===== src/rtl/pwm_pkg.sv =====
// Shared encodings for the TAPWM pattern RAM arbiter.
// State and owner codes plus the default RAM geometry.
package pwm_pkg;

  localparam int ADDR_W_DEF = 8;
  localparam int DATA_W_DEF = 32;

  typedef enum logic [1:0] {
    ST_IDLE  = 2'd0,
    ST_ISSUE = 2'd1,
    ST_WAIT  = 2'd2,
    ST_RESP  = 2'd3
  } state_e;

  localparam logic OWN_PLAY = 1'b0;
  localparam logic OWN_HOST = 1'b1;

endpackage


===== src/rtl/pwm_arb_wait_ctr.sv =====
// Bounded-wait counter that forces the host ahead of playback,
// plus the sticky starvation flag.
module pwm_arb_wait_ctr #(
  parameter int HOST_MAX_WAIT = 16
) (
  input  logic clk_i,
  input  logic rst_i,
  input  logic req_i,
  input  logic grant_i,
  input  logic busy_i,
  output logic force_o,
  output logic starved_o
);

  localparam logic [7:0] MaxWait = 8'(HOST_MAX_WAIT);

  logic [7:0] cnt_q, cnt_d;
  logic       starved_q, starved_d;

  always_comb begin
    cnt_d = cnt_q;
    if (grant_i) begin
      cnt_d = '0;
    end else if (req_i && !busy_i && cnt_q < MaxWait) begin
      cnt_d = cnt_q + 8'd1;
    end
    starved_d = starved_q | (cnt_d == MaxWait);
  end

  always_ff @(posedge clk_i) begin
    if (rst_i) begin
      cnt_q     <= '0;
      starved_q <= 1'b0;
    end else begin
      cnt_q     <= cnt_d;
      starved_q <= starved_d;
    end
  end

  assign force_o   = req_i && (cnt_q == MaxWait);
  assign starved_o = starved_q;

endmodule


===== src/rtl/pwm_ram_arbiter.sv =====
// Single-port pattern RAM shared by SPI host and PWM playback.
// Playback first; the wait counter bounds host latency.
module pwm_ram_arbiter
  import pwm_pkg::*;
#(
  parameter int ADDR_W        = ADDR_W_DEF,
  parameter int DATA_W        = DATA_W_DEF,
  parameter int HOST_MAX_WAIT = 16
) (
  input  logic              Clk,
  input  logic              Reset,
  input  logic              Host_Req,
  input  logic              Host_Write,
  input  logic [ADDR_W-1:0] Host_Addr,
  input  logic [DATA_W-1:0] Host_WData,
  output logic              Host_Ack,
  output logic [DATA_W-1:0] Host_RData,
  input  logic              Play_Req,
  input  logic [ADDR_W-1:0] Play_Addr,
  output logic              Play_Ack,
  output logic [DATA_W-1:0] Play_RData,
  output logic              Ram_En,
  output logic              Ram_We,
  output logic [ADDR_W-1:0] Ram_Addr,
  output logic [DATA_W-1:0] Ram_WData,
  input  logic [DATA_W-1:0] Ram_RData,
  output logic              Host_Starved
);

  state_e state_q, state_d;
  logic   owner_q, owner_d;
  logic   wr_q, wr_d;
  logic   en_q, en_d;
  logic   we_q, we_d;
  logic   hack_q, hack_d;
  logic   pack_q, pack_d;
  logic [ADDR_W-1:0] addr_q, addr_d;
  logic [DATA_W-1:0] wdata_q, wdata_d;
  logic [DATA_W-1:0] hrd_q, hrd_d;
  logic [DATA_W-1:0] prd_q, prd_d;

  logic host_gnt;
  logic host_busy;
  logic force_host;

  assign host_busy = (state_q != ST_IDLE) && (owner_q == OWN_HOST);

  pwm_arb_wait_ctr #(
    .HOST_MAX_WAIT(HOST_MAX_WAIT)
  ) u_wait (
    .clk_i    (Clk),
    .rst_i    (Reset),
    .req_i    (Host_Req),
    .grant_i  (host_gnt),
    .busy_i   (host_busy),
    .force_o  (force_host),
    .starved_o(Host_Starved)
  );

  always_comb begin
    state_d  = state_q;
    owner_d  = owner_q;
    wr_d     = wr_q;
    en_d     = 1'b0;
    we_d     = 1'b0;
    hack_d   = 1'b0;
    pack_d   = 1'b0;
    addr_d   = addr_q;
    wdata_d  = wdata_q;
    hrd_d    = hrd_q;
    prd_d    = prd_q;
    host_gnt = 1'b0;
    unique case (state_q)
      ST_IDLE: begin
        if (force_host || (Host_Req && !Play_Req)) begin
          host_gnt = 1'b1;
          state_d  = ST_ISSUE;
          owner_d  = OWN_HOST;
          wr_d     = Host_Write;
          en_d     = 1'b1;
          we_d     = Host_Write;
          addr_d   = Host_Addr;
          wdata_d  = Host_WData;
        end else if (Play_Req) begin
          state_d  = ST_ISSUE;
          owner_d  = OWN_PLAY;
          wr_d     = 1'b0;
          en_d     = 1'b1;
          addr_d   = Play_Addr;
        end
      end
      ST_ISSUE: begin
        state_d = ST_WAIT;
      end
      ST_WAIT: begin
        state_d = ST_RESP;
        // RAM output is valid now; a host write keeps old read data
        if (owner_q == OWN_PLAY) begin
          prd_d  = Ram_RData;
          pack_d = 1'b1;
        end else begin
          if (!wr_q) hrd_d = Ram_RData;
          hack_d = 1'b1;
        end
      end
      ST_RESP: begin
        state_d = ST_IDLE;
      end
    endcase
  end

  always_ff @(posedge Clk) begin
    if (Reset) begin
      state_q <= ST_IDLE;
      owner_q <= OWN_PLAY;
      wr_q    <= 1'b0;
      en_q    <= 1'b0;
      we_q    <= 1'b0;
      hack_q  <= 1'b0;
      pack_q  <= 1'b0;
      addr_q  <= '0;
      wdata_q <= '0;
      hrd_q   <= '0;
      prd_q   <= '0;
    end else begin
      state_q <= state_d;
      owner_q <= owner_d;
      wr_q    <= wr_d;
      en_q    <= en_d;
      we_q    <= we_d;
      hack_q  <= hack_d;
      pack_q  <= pack_d;
      addr_q  <= addr_d;
      wdata_q <= wdata_d;
      hrd_q   <= hrd_d;
      prd_q   <= prd_d;
    end
  end

  assign Ram_En     = en_q;
  assign Ram_We     = we_q;
  assign Ram_Addr   = addr_q;
  assign Ram_WData  = wdata_q;
  assign Host_Ack   = hack_q;
  assign Play_Ack   = pack_q;
  assign Host_RData = hrd_q;
  assign Play_RData = prd_q;

endmodule


===== config.mk =====
export PLATFORM = sky130hd
export DESIGN_NAME = pwm_ram_arbiter
export DESIGN_NICKNAME = d
export VERILOG_FILES = /design/src/rtl/pwm_pkg.sv /design/src/rtl/pwm_arb_wait_ctr.sv /design/src/rtl/pwm_ram_arbiter.sv
export SDC_FILE = /design/constraint.sdc
export NUM_CORES = 1
export LEC_CHECK = 0
export CELL_PAD_IN_SITES_DETAIL_PLACEMENT = 0
export CELL_PAD_IN_SITES_GLOBAL_PLACEMENT = 1
export CORE_MARGIN = 8
export CORE_UTILIZATION = 41
export CTS_BUF_LIST = sky130_fd_sc_hd__clkbuf_4
export DETAILED_ROUTE_END_ITERATION = 8
export DONT_BUFFER_PORTS = 1
export GPL_ROUTABILITY_DRIVEN = 0
export HOLD_SLACK_MARGIN = 0.06
export PLACE_DENSITY_LB_ADDON = 0.1
export SLEW_MARGIN = 25
export SYNTH_ARGS = -nofsm -noshare
export SYNTH_HDL_FRONTEND = slang
export SYNTH_SLANG_ARGS = --single-unit

===== constraint.sdc =====
create_clock -name Clk -period 1.7 [get_ports Clk]
set_input_delay 0.34 -clock Clk [delete_from_list [all_inputs] [get_ports Clk]]
set_output_delay 0.34 -clock Clk [all_outputs]
set_load 0.01 [all_outputs]

==> results.rst <==
.. list-table::
   :header-rows: 1

   * - Metric
     - Value
   * - CP Capture Type
     - flop
   * - Maximum ir drop on the vdd rail
     - between 0.0005 and 0.0006 V
   * - Initial antenna violation count
     - 0
   * - Max stage delay cell, worst path
     - sky130_fd_sc_hd__dfxtp_2
   * - Top cells by instance count after synthesis
     - 134 x sky130_fd_sc_hd__nand2_1, 121 x sky130_fd_sc_hd__dfxtp_1, 98 x sky130_fd_sc_hd__a21oi_1, 48 x sky130_fd_sc_hd__o21ai_0, 43 x sky130_fd_sc_hd__nand3_1
   * - Number of global-route vias before repair
     - 3,858
   * - Achievable frequency
     - around 0.61 GHz
   * - Num Clock Sinks
     - 121
   * - Clock H-tree levels
     - 4
   * - Initial cell density of the core
     - 0.418
   * - Synthesis-stage register bit count
     - roughly 120
   * - Post-CTS clock slew at the launch and capture registers of the worst setup and hold paths
     - approximately 0.1 ns
   * - Cells taking the most area after synthesis
     - sky130_fd_sc_hd__dfxtp_1 53%, sky130_fd_sc_hd__nand2_1 11%, sky130_fd_sc_hd__a21oi_1 11%
   * - Biggest cell delay along the critical path
     - around 0.33 ns
   * - Overall die area
     - 14,700 um^2
   * - Power density relative to cell area
     - roughly 1300 nW/um^2
   * - Layout overhead on the synthesized area
     - 18.6%
   * - Overall routing resource usage
     - 0.185
   * - Maximum count of clock buffers along a single path
     - 2
   * - Mux contribution to synthesized area
     - 0.00662
   * - Cell Rows
     - 38
   * - Largest fanout of any net on the critical path
     - 23
   * - Number of filler instances in the final layout
     - around 1,100
   * - Outcome
     - complete, but fails checks
   * - First-pass GRT wire length
     - 21.1 mm
   * - Clock period minus worst slack
     - around 1.6 ns
   * - Post-synthesis adder-cell area fraction
     - 0.0110
   * - Routed vias/inst
     - 5.39
   * - Crit path buffers/inverters
     - 3
   * - Ratio of cells with drive above 1 in the final layout
     - 0.132
   * - Syn. warnings
     - 0
   * - Total congestion overflow
     - 0
   * - Placeable core area
     - approximately 11,000 um^2
   * - Pins Over Slew Limit
     - 0
   * - Slew at the pin closest to its max-slew limit
     - roughly 0.45 ns
   * - Count of max-cap constraint violations
     - 0
   * - Clock tree from TritonCTS
     - built
   * - Async SR Flop Fraction
     - 0
   * - Post-Synthesis Mean Instance Area
     - slightly above 8 um^2
   * - Library cell occupying the most area in the post-synthesis netlist
     - sky130_fd_sc_hd__dfxtp_1
   * - Post-synth top area share
     - 0.534
   * - Distinct cell type count after synthesis
     - 35
   * - CP required
     - around 2.1 ns
   * - Count of vias placed by the detailed router
     - about 4,000
   * - Top-level I/O count
     - ~190
   * - Final hold violation count
     - approximately 100
   * - Number of nets in the finished design
     - 671
   * - Post-Route WL
     - 14.0 mm
   * - Arrival time at the worst endpoint
     - approximately 2.0 ns
   * - Maximum number of pins on one net before global-route repair
     - around 110
   * - Post-route clock skew
     - about 0.013 ns
   * - Hold slack final
     - -0.0983 ns
   * - Total of buffers placed on input and output ports
     - 0
   * - TritonCTS Buffers
     - 17
   * - Top-count cell post-synth
     - sky130_fd_sc_hd__nand2_1
   * - X dimension of the die
     - between 100 and 150 um
   * - Failing checks
     - hold timing
   * - Post-Synthesis Cells
     - approximately 560
   * - Syn Nets
     - 650
   * - Synth Area in Compound Gates
     - 0.190
   * - Period Utilization, post-route
     - 0.957
   * - Clock tree root buffer cell
     - sky130_fd_sc_hd__clkbuf_4
   * - Main combinational cell family by area after synthesis
     - simple AND/OR/NAND/NOR gates
   * - Drc violations
     - 0
   * - Standby leakage power
     - between 1.5 and 2 nW
   * - Post-layout total power
     - a little over 0.007 W
   * - Finish-stage setup viols
     - 0
   * - Simple-gate portion of the synthesized area
     - 0.208
   * - Ys flop type
     - sky130_fd_sc_hd__dfxtp_1
   * - Fraction of the yosys area taken by sequential cells
     - 0.534
   * - Die Height
     - roughly 120 um
   * - Cell family with the largest share of critical-path delay
     - compound AO/OA/AOI/OAI gates
   * - Wire length per cell after detailed routing
     - 19.1 um
   * - Area share of xor/xnor cells in the synthesized design
     - 0.00579
   * - Antenna diode count
     - 0
   * - Final core area utilization
     - 0.496
   * - Post-synth EDFFs
     - 0
   * - Path type of the worst min-delay path
     - in2reg
   * - 1st-pass router iterations
     - 4
   * - DRT iter0 DRCs
     - around 280
   * - Number of hold-repair buffers added at the cts stage
     - 20
   * - Worst slew slack as a fraction of its limit
     - 0.698
   * - Antenna-violating nets left
     - 0
   * - HPWL after DPL
     - between 8 and 9 mm
   * - Combined area of all synthesized cells
     - roughly 4500 um^2
   * - Clk Latency, worst-skew pair
     - between 0.5 and 0.6 ns
   * - Class of the most critical setup path
     - reg2reg
   * - Critical path cell sequence
     - buf_4 > inv_2 > ha_4 > nand4bb_4 > o21a_2 > buf_6 > o21ai_0 > a21oi_1
   * - Startpoint kind of the worst setup timing path
     - flop
-- worst reg2reg max path, cell delays in order, from the launching register on --
cell,delay [ns]
sky130_fd_sc_hd__dfxtp_2,0.33
sky130_fd_sc_hd__buf_4,0.15
sky130_fd_sc_hd__inv_2,0.07
sky130_fd_sc_hd__ha_4,0.13
sky130_fd_sc_hd__nand4bb_4,0.13
sky130_fd_sc_hd__o21a_2,0.26
sky130_fd_sc_hd__buf_6,0.18
sky130_fd_sc_hd__o21ai_0,0.19
sky130_fd_sc_hd__a21oi_1,0.08
-- logic make-up after synthesis --
group           count (synthesis)
compound gates                163
xor+xnor                        3
fa+ha+maj                       4
buf+inv                        52
flops                         121
mux                             3
simple gates                  215
-- placed cells by master, fill, tap and decap left out, types with 3 or more instances in the layout --
cell type,n
sky130_fd_sc_hd__o21ai_1,19
sky130_fd_sc_hd__a31oi_1,8
sky130_fd_sc_hd__clkinv_1,4
sky130_fd_sc_hd__nand2_1,134
sky130_fd_sc_hd__nor3_1,5
sky130_fd_sc_hd__clkbuf_4,22
sky130_fd_sc_hd__nand2b_1,4
sky130_fd_sc_hd__nor2_1,8
sky130_fd_sc_hd__nor2b_1,3
sky130_fd_sc_hd__dfxtp_2,3
sky130_fd_sc_hd__xnor2_1,3
sky130_fd_sc_hd__nand3_1,41
sky130_fd_sc_hd__o21ai_0,27
sky130_fd_sc_hd__mux2i_1,3
sky130_fd_sc_hd__dlygate4sd3_1,20
sky130_fd_sc_hd__dfxtp_1,118
sky130_fd_sc_hd__and2_1,5
sky130_fd_sc_hd__buf_12,4
sky130_fd_sc_hd__a21oi_1,96
sky130_fd_sc_hd__inv_1,5
sky130_fd_sc_hd__buf_4,15
sky130_fd_sc_hd__buf_6,4
-- what timing repair did --
item                       CTS  global route
setup endpoints to repair   32            51
pin swaps                    3             8
gates resized for setup     13            41
buffers inserted             3             6
hold endpoints to repair   120           106
cloned                       0             1
-- state kept, by name, summed over array words and instances, names as in the netlist, 2 cells and up --
| name | count |
|---|---|
| Host_RData | 32 |
| Play_RData | 32 |
| state_q | 2 |
| u_wait.cnt_q | 8 |
| Ram_WData | 32 |
| Ram_Addr | 8 |
-- metal layers --
layer / wire, um / share of wire / global-route usage / up-vias
met5: 0 / 0 / 0 / -
met4: 302 / 0.022 / 0.0794 / 0
met3: 1780 / 0.13 / 0.114 / 24
met2: 6600 / 0.47 / 0.281 / 155
met1: 5270 / 0.38 / 0.203 / 1821
li1: - / - / - / 1945
-- report_power, final --
| part | switching [W] | internal (W) |
|---|---|---|
| sequential | 0.000447 | 0.00322 |
| clock | 0.000961 | 0.000760 |
| combinational | 0.000991 | 0.000730 |
-- area by class of cell --
class                           count  area (um^2)  share of cell area
Tap cell                          140          175              0.0326
Clock buffer                       22          165              0.0307
Sequential cell                   121         2430               0.451
Multi-Input combinational cell    388         2020               0.375
Inverter                            8         32.5             0.00605
Clock inverter                      7         55.1              0.0102
Timing Repair Buffer               46          505              0.0940
-- final timing paths --
path | to | from | cells past startpoint | slack (ns)
max | Ram_WData[6] | u_wait.cnt_q[1] | 8 | 0.07
min | Ram_WData[28] | Reset | 1 | -0.1
max reg2reg | Ram_WData[6] | u_wait.cnt_q[1] | 8 | 0.07
min reg2reg | Play_RData[1] | Play_RData[1] | 2 | 0.51
-- per-stage QoR --
step / std cells / TNS [ns] / hold WS [ns] / area (um^2) / worst slack, ns
3_5_place_dp: 673 / -0.248 / 0.422 / 4730 / -0.0618
3_3_place_gp: 673 / -0.00906 / 0.420 / 4730 / -0.00906
6_report: 732 / 0 / -0.0983 / 5380 / 0.0733
5_1_grt: 732 / -0.0141 / -0.178 / 5380 / -0.00616
2_1_floorplan: 561 / 0 / 0.420 / 4540 / 0.0156
4_1_cts: 725 / -0.0217 / -0.167 / 5190 / -0.0133
(Power assumes the default switching activity.)
